`src/rtl/uart_pkg.sv`:
```
// Shared UART-side constants and the cipher serializer state encoding.
package uart_pkg;
    localparam int NDBits       = 8;
    localparam int CIPHER_BYTES = 184;
    localparam int TAG_BYTES    = 16;
    localparam int FRAME_BYTES  = 200;

    typedef enum logic [2:0] {IDLE, LOAD, WAIT_HI, WAIT_LO, DONE} tx_ser_state_t;
endpackage

```
`src/rtl/tx_byte_handshake.sv`:
```
// One-byte LOAD / WAIT_HI / WAIT_LO handshake against the UART busy flag.
module tx_byte_handshake (
    input  logic clock_i,
    input  logic reset_i,
    input  logic go_i,
    input  logic more_i,
    input  logic tx_busy_i,
    output logic load_o,
    output logic in_load_o,
    output logic idle_o,
    output logic byte_done_o
);
    import uart_pkg::*;

    tx_ser_state_t state_q;
    logic          load_q;

    always_ff @(posedge clock_i) begin
        if (reset_i) begin
            state_q <= IDLE;
            load_q  <= 1'b0;
        end else begin
            load_q <= 1'b0;
            case (state_q)
                IDLE:    if (go_i) state_q <= LOAD;
                LOAD: begin
                    load_q  <= 1'b1;
                    state_q <= WAIT_HI;
                end
                WAIT_HI: if (tx_busy_i) state_q <= WAIT_LO;
                // Chain straight into the next LOAD so bytes are not separated by an idle cycle.
                WAIT_LO: if (!tx_busy_i) state_q <= more_i ? LOAD : IDLE;
                default: state_q <= IDLE;
            endcase
        end
    end

    assign load_o      = load_q;
    assign in_load_o   = (state_q == LOAD);
    assign idle_o      = (state_q == IDLE);
    assign byte_done_o = (state_q == WAIT_LO) && !tx_busy_i;
endmodule

```
`src/rtl/cipher_tx_serializer.sv`:
```
// Latches cipher+tag on start and streams it MSB-byte-first to the UART.
// Optional TX_CHECKSUM_EN appends an XOR checksum byte after the tag.
module cipher_tx_serializer
    import uart_pkg::*;
#(
    parameter int CIPHER_W = 1472,
    parameter int TAG_W    = 128
) (
    input  logic                clock_i,
    input  logic                reset_i,
    input  logic                start_i,
    input  logic [CIPHER_W-1:0] cipher_i,
    input  logic [TAG_W-1:0]    tag_i,
    input  logic                tx_busy_i,
    output logic [NDBits-1:0]   tx_byte_o,
    output logic                load_o,
    output logic                busy_o,
    output logic                done_o
);
    localparam int SHREG_W = CIPHER_W + TAG_W;
    localparam int NBYTES  = SHREG_W / NDBits;
`ifdef TX_CHECKSUM_EN
    localparam int LAST_IDX = NBYTES;
`else
    localparam int LAST_IDX = NBYTES - 1;
`endif

    logic [SHREG_W-1:0] shreg_q, shreg_d;
    logic [7:0]         cnt_q, cnt_d;
    logic [NDBits-1:0]  tx_byte_q, tx_byte_d;
    logic               busy_q, busy_d;
    logic               done_q, done_d;
    logic               accept, more, hs_in_load, hs_idle, hs_byte_done;
    logic [NDBits-1:0]  cur_byte;

    // done_q covers the DONE cycle, so a start arriving then is dropped.
    assign accept = start_i && hs_idle && !done_q;
    assign more   = (cnt_q != 8'(LAST_IDX));

    tx_byte_handshake u_hs (
        .clock_i     (clock_i),
        .reset_i     (reset_i),
        .go_i        (accept),
        .more_i      (more),
        .tx_busy_i   (tx_busy_i),
        .load_o      (load_o),
        .in_load_o   (hs_in_load),
        .idle_o      (hs_idle),
        .byte_done_o (hs_byte_done)
    );

`ifdef TX_CHECKSUM_EN
    logic [NDBits-1:0] csum_q, csum_d;

    assign cur_byte = (cnt_q == 8'(NBYTES)) ? csum_q : shreg_q[SHREG_W-1 -: NDBits];

    always_comb begin
        csum_d = csum_q;
        if (accept)
            csum_d = '0;
        else if (hs_in_load && (cnt_q != 8'(NBYTES)))
            csum_d = csum_q ^ cur_byte;
    end

    always_ff @(posedge clock_i) begin
        if (reset_i) csum_q <= '0;
        else         csum_q <= csum_d;
    end
`else
    assign cur_byte = shreg_q[SHREG_W-1 -: NDBits];
`endif

    always_comb begin
        shreg_d   = shreg_q;
        cnt_d     = cnt_q;
        tx_byte_d = tx_byte_q;
        busy_d    = busy_q;
        done_d    = 1'b0;
        if (accept) begin
            shreg_d = {cipher_i, tag_i};
            cnt_d   = '0;
        end
        if (hs_in_load) begin
            tx_byte_d = cur_byte;
            busy_d    = 1'b1;
        end
        if (hs_byte_done) begin
            if (more) begin
                shreg_d = shreg_q << NDBits;
                cnt_d   = cnt_q + 8'd1;
            end else begin
                busy_d = 1'b0;
                done_d = 1'b1;
            end
        end
    end

    always_ff @(posedge clock_i) begin
        if (reset_i) begin
            shreg_q   <= '0;
            cnt_q     <= '0;
            tx_byte_q <= '0;
            busy_q    <= 1'b0;
            done_q    <= 1'b0;
        end else begin
            shreg_q   <= shreg_d;
            cnt_q     <= cnt_d;
            tx_byte_q <= tx_byte_d;
            busy_q    <= busy_d;
            done_q    <= done_d;
        end
    end

    assign tx_byte_o = tx_byte_q;
    assign busy_o    = busy_q;
    assign done_o    = done_q;
endmodule
```
`config.mk`:
```
export PLATFORM = sky130hd
export DESIGN_NAME = cipher_tx_serializer
export DESIGN_NICKNAME = d
export VERILOG_FILES = /design/src/rtl/uart_pkg.sv /design/src/rtl/tx_byte_handshake.sv /design/src/rtl/cipher_tx_serializer.sv
export SDC_FILE = /design/constraint.sdc
export NUM_CORES = 2
export LEC_CHECK = 0
export BUFFER_PORTS_ARGS = -buffer_cell sky130_fd_sc_hd__buf_2
export CAP_MARGIN = 20
export CORE_AREA = 2 2 627 629
export CTS_CLUSTER_DIAMETER = 80
export DETAILED_ROUTE_END_ITERATION = 7
export DIE_AREA = 0 0 629 631
export PLACE_DENSITY_LB_ADDON = 0.05
export SETUP_SLACK_MARGIN = 0.02
export SLEW_MARGIN = 20
export SYNTH_ARGS = -nofsm -noshare
export SYNTH_HDL_FRONTEND = slang
export SYNTH_SLANG_ARGS = --single-unit
```
`constraint.sdc`:
```
create_clock -name clock_i -period 6.3 [get_ports clock_i]
set_clock_uncertainty 0.15 [all_clocks]
set_input_delay 1.26 -clock clock_i [delete_from_list [all_inputs] [get_ports clock_i]]
set_output_delay 1.26 -clock clock_i [all_outputs]
set_load 0.01 [all_outputs]
```
# Word level (Yosys, flattened, before mapping)
# Cells that the tools add are included.
[totals] out_inout_bits=11 latch_bits=0 mem_bits_rw=0 regBits=1622 mem_count=0 rom_bits=0
[op_classes] reduce_logical=8 shift=0 div_mod_pow=0 mul=0 n_mux=16 eq_ne=7 n_lt_le_gt_ge=0 bitwise=1 n_addsub=1
[op_table] operator="$mux W1600" count=3
[op_table] operator="$mux W8" count=3
[op_table] operator="$pmux W3 S4" count=1
[op_table] operator="$mux W3" count=3
[op_table] operator="$add A8 B1 Y8 const B" count=1
[op_table] operator="$ne A8 B8 Y1 const B" count=1
[op_table] operator="$eq A3 B2 Y1 const B" count=2
[op_table] operator="$mux W1" count=6
[op_table] operator="$ne A2 B2 Y1 const B" count=3
[op_table] operator="$eq A3 B1 Y1 const B" count=1
[op_table] operator="$logic_and A1 B1 Y1" count=3
[op_table] operator="$logic_not A3 Y1" count=1
[op_table] operator="$reduce_and A3 Y1" count=1
[op_table] operator="$logic_not A1 Y1" count=2
[op_table] operator="$reduce_or A2 Y1" count=1
[op_table] operator="$not A1 Y1" count=1

# Longest topological paths before layout
[logic_depth] depth_word=6 ltp_mapped=10 depth_no_buf=6

# Modules after synthesis
# From an unflattened synthesis, not the netlist that was laid out.
[unflattened] hier_cells=5454 area_unflattened_um2=72533.3
[modules_own_cells] module="cipher_tx_serializer" n_inst=1 area_per_inst_um2=72328.1 cells_per_inst=5433
[modules_own_cells] module="tx_byte_handshake" n_inst=1 area_per_inst_um2=205.2 cells_per_inst=21

# Worst setup path before layout
# Ideal clock, no wire load.
[synth_path] kind="input to register" start="in tx_busy_i" end="reg cnt_q[5]" path_buffers=1 arrival_time_ns=2.516 setup_slack_ns=3.548 setup_time_ns=0.086 stages=5 cell_sequence="nand2b_1 > a41o_1 > buf_4 > or4_1 > a211oi_1"
[synth_via] elab_chain_len=3
[synth_lines] element="from (decl)" line="cipher_tx_serializer.sv:14" source="input logic tx_busy_i,"
[synth_lines] element="$logic_not A1 Y1" line="tx_byte_handshake.sv:41" source="assign byte_done_o = (state_q == WAIT_LO) && !tx_busy_i;"
[synth_lines] element="$logic_and A1 B1 Y1" line="tx_byte_handshake.sv:41"
[synth_lines] element="$mux W8" line="cipher_tx_serializer.sv:87" source="if (hs_byte_done) begin"
[synth_lines] element="to (signal assigned)" line="cipher_tx_serializer.sv:107" source="cnt_q <= cnt_d;"
[synth_lines] element="to (decl)" line="cipher_tx_serializer.sv:29" source="logic [7:0] cnt_q, cnt_d;"
# Every way passes these cells.
# A chain may end at the register's enable or synchronous reset.

# Worst setup path after layout
[layout_path] start="reg cnt_q[0]" end="reg shreg_q[1047]"
[layout_via] elab_chain_len=3
[layout_lines] element="$ne A8 B8 Y1" line="cipher_tx_serializer.sv:38" source="assign more = (cnt_q != 8'(LAST_IDX));"
[layout_lines] element="$mux W1600" line="cipher_tx_serializer.sv:88" source="if (more) begin"
[layout_lines] element="$mux W1600" line="cipher_tx_serializer.sv:87"
[layout_lines] element="to (signal assigned)" line="cipher_tx_serializer.sv:106" source="shreg_q <= shreg_d;"
[layout_lines] element="to (decl)" line="cipher_tx_serializer.sv:28" source="logic [SHREG_W-1:0] shreg_q, shreg_d;"
# Every way passes these cells.

==> flow_summary.ini <==
[route]
wl_met2_mm = 182.2
drt_iter0_drc = 4573
drc = 0
top_layer_used = met5
wl_per_cell_um = 23.97
num_vias = 71150
drt_pass1_iterations = 5
routed_via_density = 4.568
wl_mm = 373.4
met1_length_mm = 150.7
dr_wl_met3_mm = 26.76
drtAntennaViolNets = 0

[logic_synthesis]
synth_area_um2 = 69540
synth-compound-area-share_pct = 20.29
synth.distinct_cells = 31
seq_area_frac_synth_pct = 46.67
ys_seq_elements = 1621
post_synth_and_or_nand_nor_area_fraction_pct = 26.21
synth_cells = 8989
synth_top_family_by_area = simple AND/OR/NAND/NOR gates
synthXorXnorAreaFrac_pct = 0
synth.area.mux_share_pct = 0.1295
synth_fp_nets = 10600
avgSynthCellArea_um2 = 7.736
synth_warnings = 0
synth_fa_ha_area_share_pct = 0.08997

[placed_design]
gp_congestion = 0.8197
port_buffers = 1614
placed_cells = 15060
dp_hpwl_mm = 269.7

[sta]
finalMaxSlewViolations = 0
setup_tns_ns = 0
rsz0062_at_grt = no
relSlewSlack_pct = 17.60
setup_viol = 0
finalCritPeriodShare_pct = 54.35
fin_crit_ns = 3.424
tightest_slew_ns = 1.236
fmax_mhz = 292.0
hold_violations = 0

[finish]
regArea_um2 = 32450
finish.utilization_pct = 22.70
final-instance-count-excl-fill = 15580
multi_input_area_um2 = 32510
area.growth.synth_to_final_pct = 27.59
final_nets = 11670
fillers = 44140
layout-drive-gt1-share_pct = 20.08

[flow_run]
max_cap_viol_count = 0

[run_status]
status = finished clean

[floorplanning]
dieArea_um2 = 396900
die_height_um = 631
start_util_pct = 17.79
design.core.area_um2 = 390800
pin_count = 1615
num_rows = 230
dieWidth_um = 629

[power_and_ir_drop]
p_sw_uw = 12810
p_leak_uw = 0.03604
pwr-share-comb_pct = 25.1
power.density_nw_per_um2 = 406.7
total_power_uw = 36080
seq_power_share_pct = 39.9
intPower_uw = 23280
p_sw_share_pct = 35.49
clockPowerShare_pct = 35.0
ir_worst_vdd_mv = 0.2692

[setup_path]
ff2ff_path_depth = 8
cp-startpoint = cnt_q[0]$_SDFF_PP0_
cp-start-kind = flip-flop
cp-end-kind = flip-flop
worst-path-max-fanout = 104
timing.rr.start = cnt_q[0]$_SDFF_PP0_
criticalPathCategory = reg -> reg
worstSetupEndpoint = shreg_q[1047]$_SDFF_PP0_
worstPathArrival_ns = 4.06
crit_required_ns = 6.93
reg2reg_to = shreg_q[1047]$_SDFF_PP0_
worst-r2r-setup-slack_ns = 2.88

[clock_network]
cts_root_buf = clkbuf_16
post_cts_buffers = 0
holdBufCountCts = 0
clkSlewWorstSetupHoldPaths_ns = 0.06
clock_latency_ns = 0.91
cts_sinks = 1621
cts_tree = built
cts_resized = 0
numCtsBuffers = 221
clock_path_buffers = 4
cts_htree_levels = 4

[hold_path]
hold_class = reg -> reg

[global_routing]
grtUsageTotal_pct = 17.87
grt_pass1_wl_mm = 523.8
grt-ovfl-total = 0
grt_max_degree = 212
grt_pass1_vias = 70050
antenna_found_initial = 577
registers in the layout, summed over array words and instances (netlist names):
signal / count
shreg_q: 1600
cnt_q: 8
tx_byte_o: 8
u_hs.state_q: 2
busy_o: 1
done_o: 1
u_hs.load_o: 1
area by class of cell:
class,count,area share (%)
Multi-Input combinational cell,6469,36.64
Sequential cell,1621,36.58
Timing Repair Buffer,1739,11.07
Clock buffer,355,7.471
Tap cell,5220,7.361
Clock inverter,33,0.4865
Antenna cell,132,0.3723
Inverter,6,0.02538
power groups by stage:
stage | sequential, µW | combinational, µW | clock [µW]
after global placement | 14600 | 9230 | 0
after CTS | 14400 | 9310 | 13200
after global routing | 14700 | 10200 | 13500
final | 14400 | 9050 | 12600
after floorplan | 13900 | 6270 | 0
after detailed placement | 14600 | 9270 | 0
synthesized netlist by cell type (all sizes together):
| library cell | instances | area share [%] |
|---|---|---|
| nand2b | 4 | 0.036 |
| a221oi | 1 | 0.013 |
| nand4 | 3 | 0.027 |
| buf | 388 | 3.9 |
| nor3 | 4 | 0.036 |
| o311ai | 2 | 0.025 |
| or4 | 4 | 0.043 |
| a41o | 1 | 0.014 |
| nand2 | 3205 | 17 |
| clkbuf | 505 | 2.7 |
| inv | 6 | 0.032 |
| o21ai | 2 | 0.014 |
| ha | 5 | 0.090 |
| nor2b | 2 | 0.018 |
| nand3 | 3 | 0.022 |
| a211oi | 3 | 0.032 |
| nor2 | 1608 | 8.7 |
| and2 | 1 | 0.0090 |
| mux2i | 9 | 0.13 |
| a311oi | 1593 | 20 |
| nand4b | 2 | 0.025 |
| or2 | 1 | 0.0090 |
| o31ai | 2 | 0.022 |
| a21oi | 13 | 0.094 |
| dfxtp | 1621 | 47 |
| a41oi | 1 | 0.013 |
metal layers:
layer,up-vias,global-route usage [%]
li1,33620,-
met1,34020,20.90
met2,2173,30.94
met3,1102,5.451
met4,244,5.850
met5,-,0
per-stage QoR:
| step | area (µm²) | setup WS (ns) | hold slack, ns |
|---|---|---|---|
| 2_1_floorplan | 69540 | 3.548 | 0.2867 |
| 3_3_place_gp | 81330 | 2.153 | 0.2972 |
| 3_5_place_dp | 81330 | 2.103 | 0.3023 |
| 4_1_cts | 88390 | 2.846 | 0.3108 |
| 5_1_grt | 88510 | 2.671 | 0.3306 |
| 6_report | 88720 | 2.876 | 0.3097 |
how the worst min path moves through the flow:
stage | from | slack [ns] | depth (start not counted) | end
after floorplan | shreg_q[0]$_SDFF_PP0_ | 0.29 | 2 | shreg_q[0]$_SDFF_PP0_
after global placement | shreg_q[1]$_SDFF_PP0_ | 0.30 | 2 | shreg_q[1]$_SDFF_PP0_
after detailed placement | shreg_q[0]$_SDFF_PP0_ | 0.30 | 2 | shreg_q[0]$_SDFF_PP0_
after CTS | shreg_q[0]$_SDFF_PP0_ | 0.31 | 2 | shreg_q[0]$_SDFF_PP0_
after global routing | shreg_q[2]$_SDFF_PP0_ | 0.33 | 2 | shreg_q[2]$_SDFF_PP0_
final | shreg_q[644]$_SDFF_PP0_ | 0.31 | 2 | shreg_q[652]$_SDFF_PP0_
cell usage in the layout (no fill, tap or decap), types with 2 or more instances in the layout:
cell type,netlist,final
inv_1,6,6
dfxtp_1,1621,1621
nor2_1,1607,1607
nor3_1,3,3
clkinv_2,0,19
inv_6,0,3
nand3_1,3,3
nand2_1,3205,3205
nand4b_1,2,2
o21ai_0,2,2
inv_16,0,2
a211oi_1,3,3
o311ai_0,2,2
or4_1,4,4
nor2b_1,2,2
clkbuf_1,505,79
clkbuf_16,0,225
a21oi_1,13,13
clkinv_16,0,2
bufinv_16,0,7
diode_2,0,132
clkbuf_8,0,51
buf_12,0,64
a311oi_1,1593,1593
mux2i_1,9,9
nand4_1,3,3
o31ai_1,2,2
buf_2,250,1613
ha_1,5,4
nand2b_1,4,4
buf_4,15,62
critical path, cell delays in order (launching register included):
cell and delay [ns]:
dfxtp_1 0.36, ha_1 0.20, and2_1 0.25, a41o_4 0.83, buf_12 0.33, buf_12 0.40, buf_4 0.31, nor2_1 0.06
a311oi_1 0.27
kinds of logic after synthesis:
| logic type | Yosys count |
|---|---|
| adder cells (fa/ha/maj) | 5 |
| AND/OR/NAND/NOR | 4837 |
| AO/OA/AOI/OAI | 1618 |
| multiplexers | 9 |
| flip-flops | 1621 |
| buffers and inverters | 899 |
No activity file was read; power rests on OpenSTA's default activity.
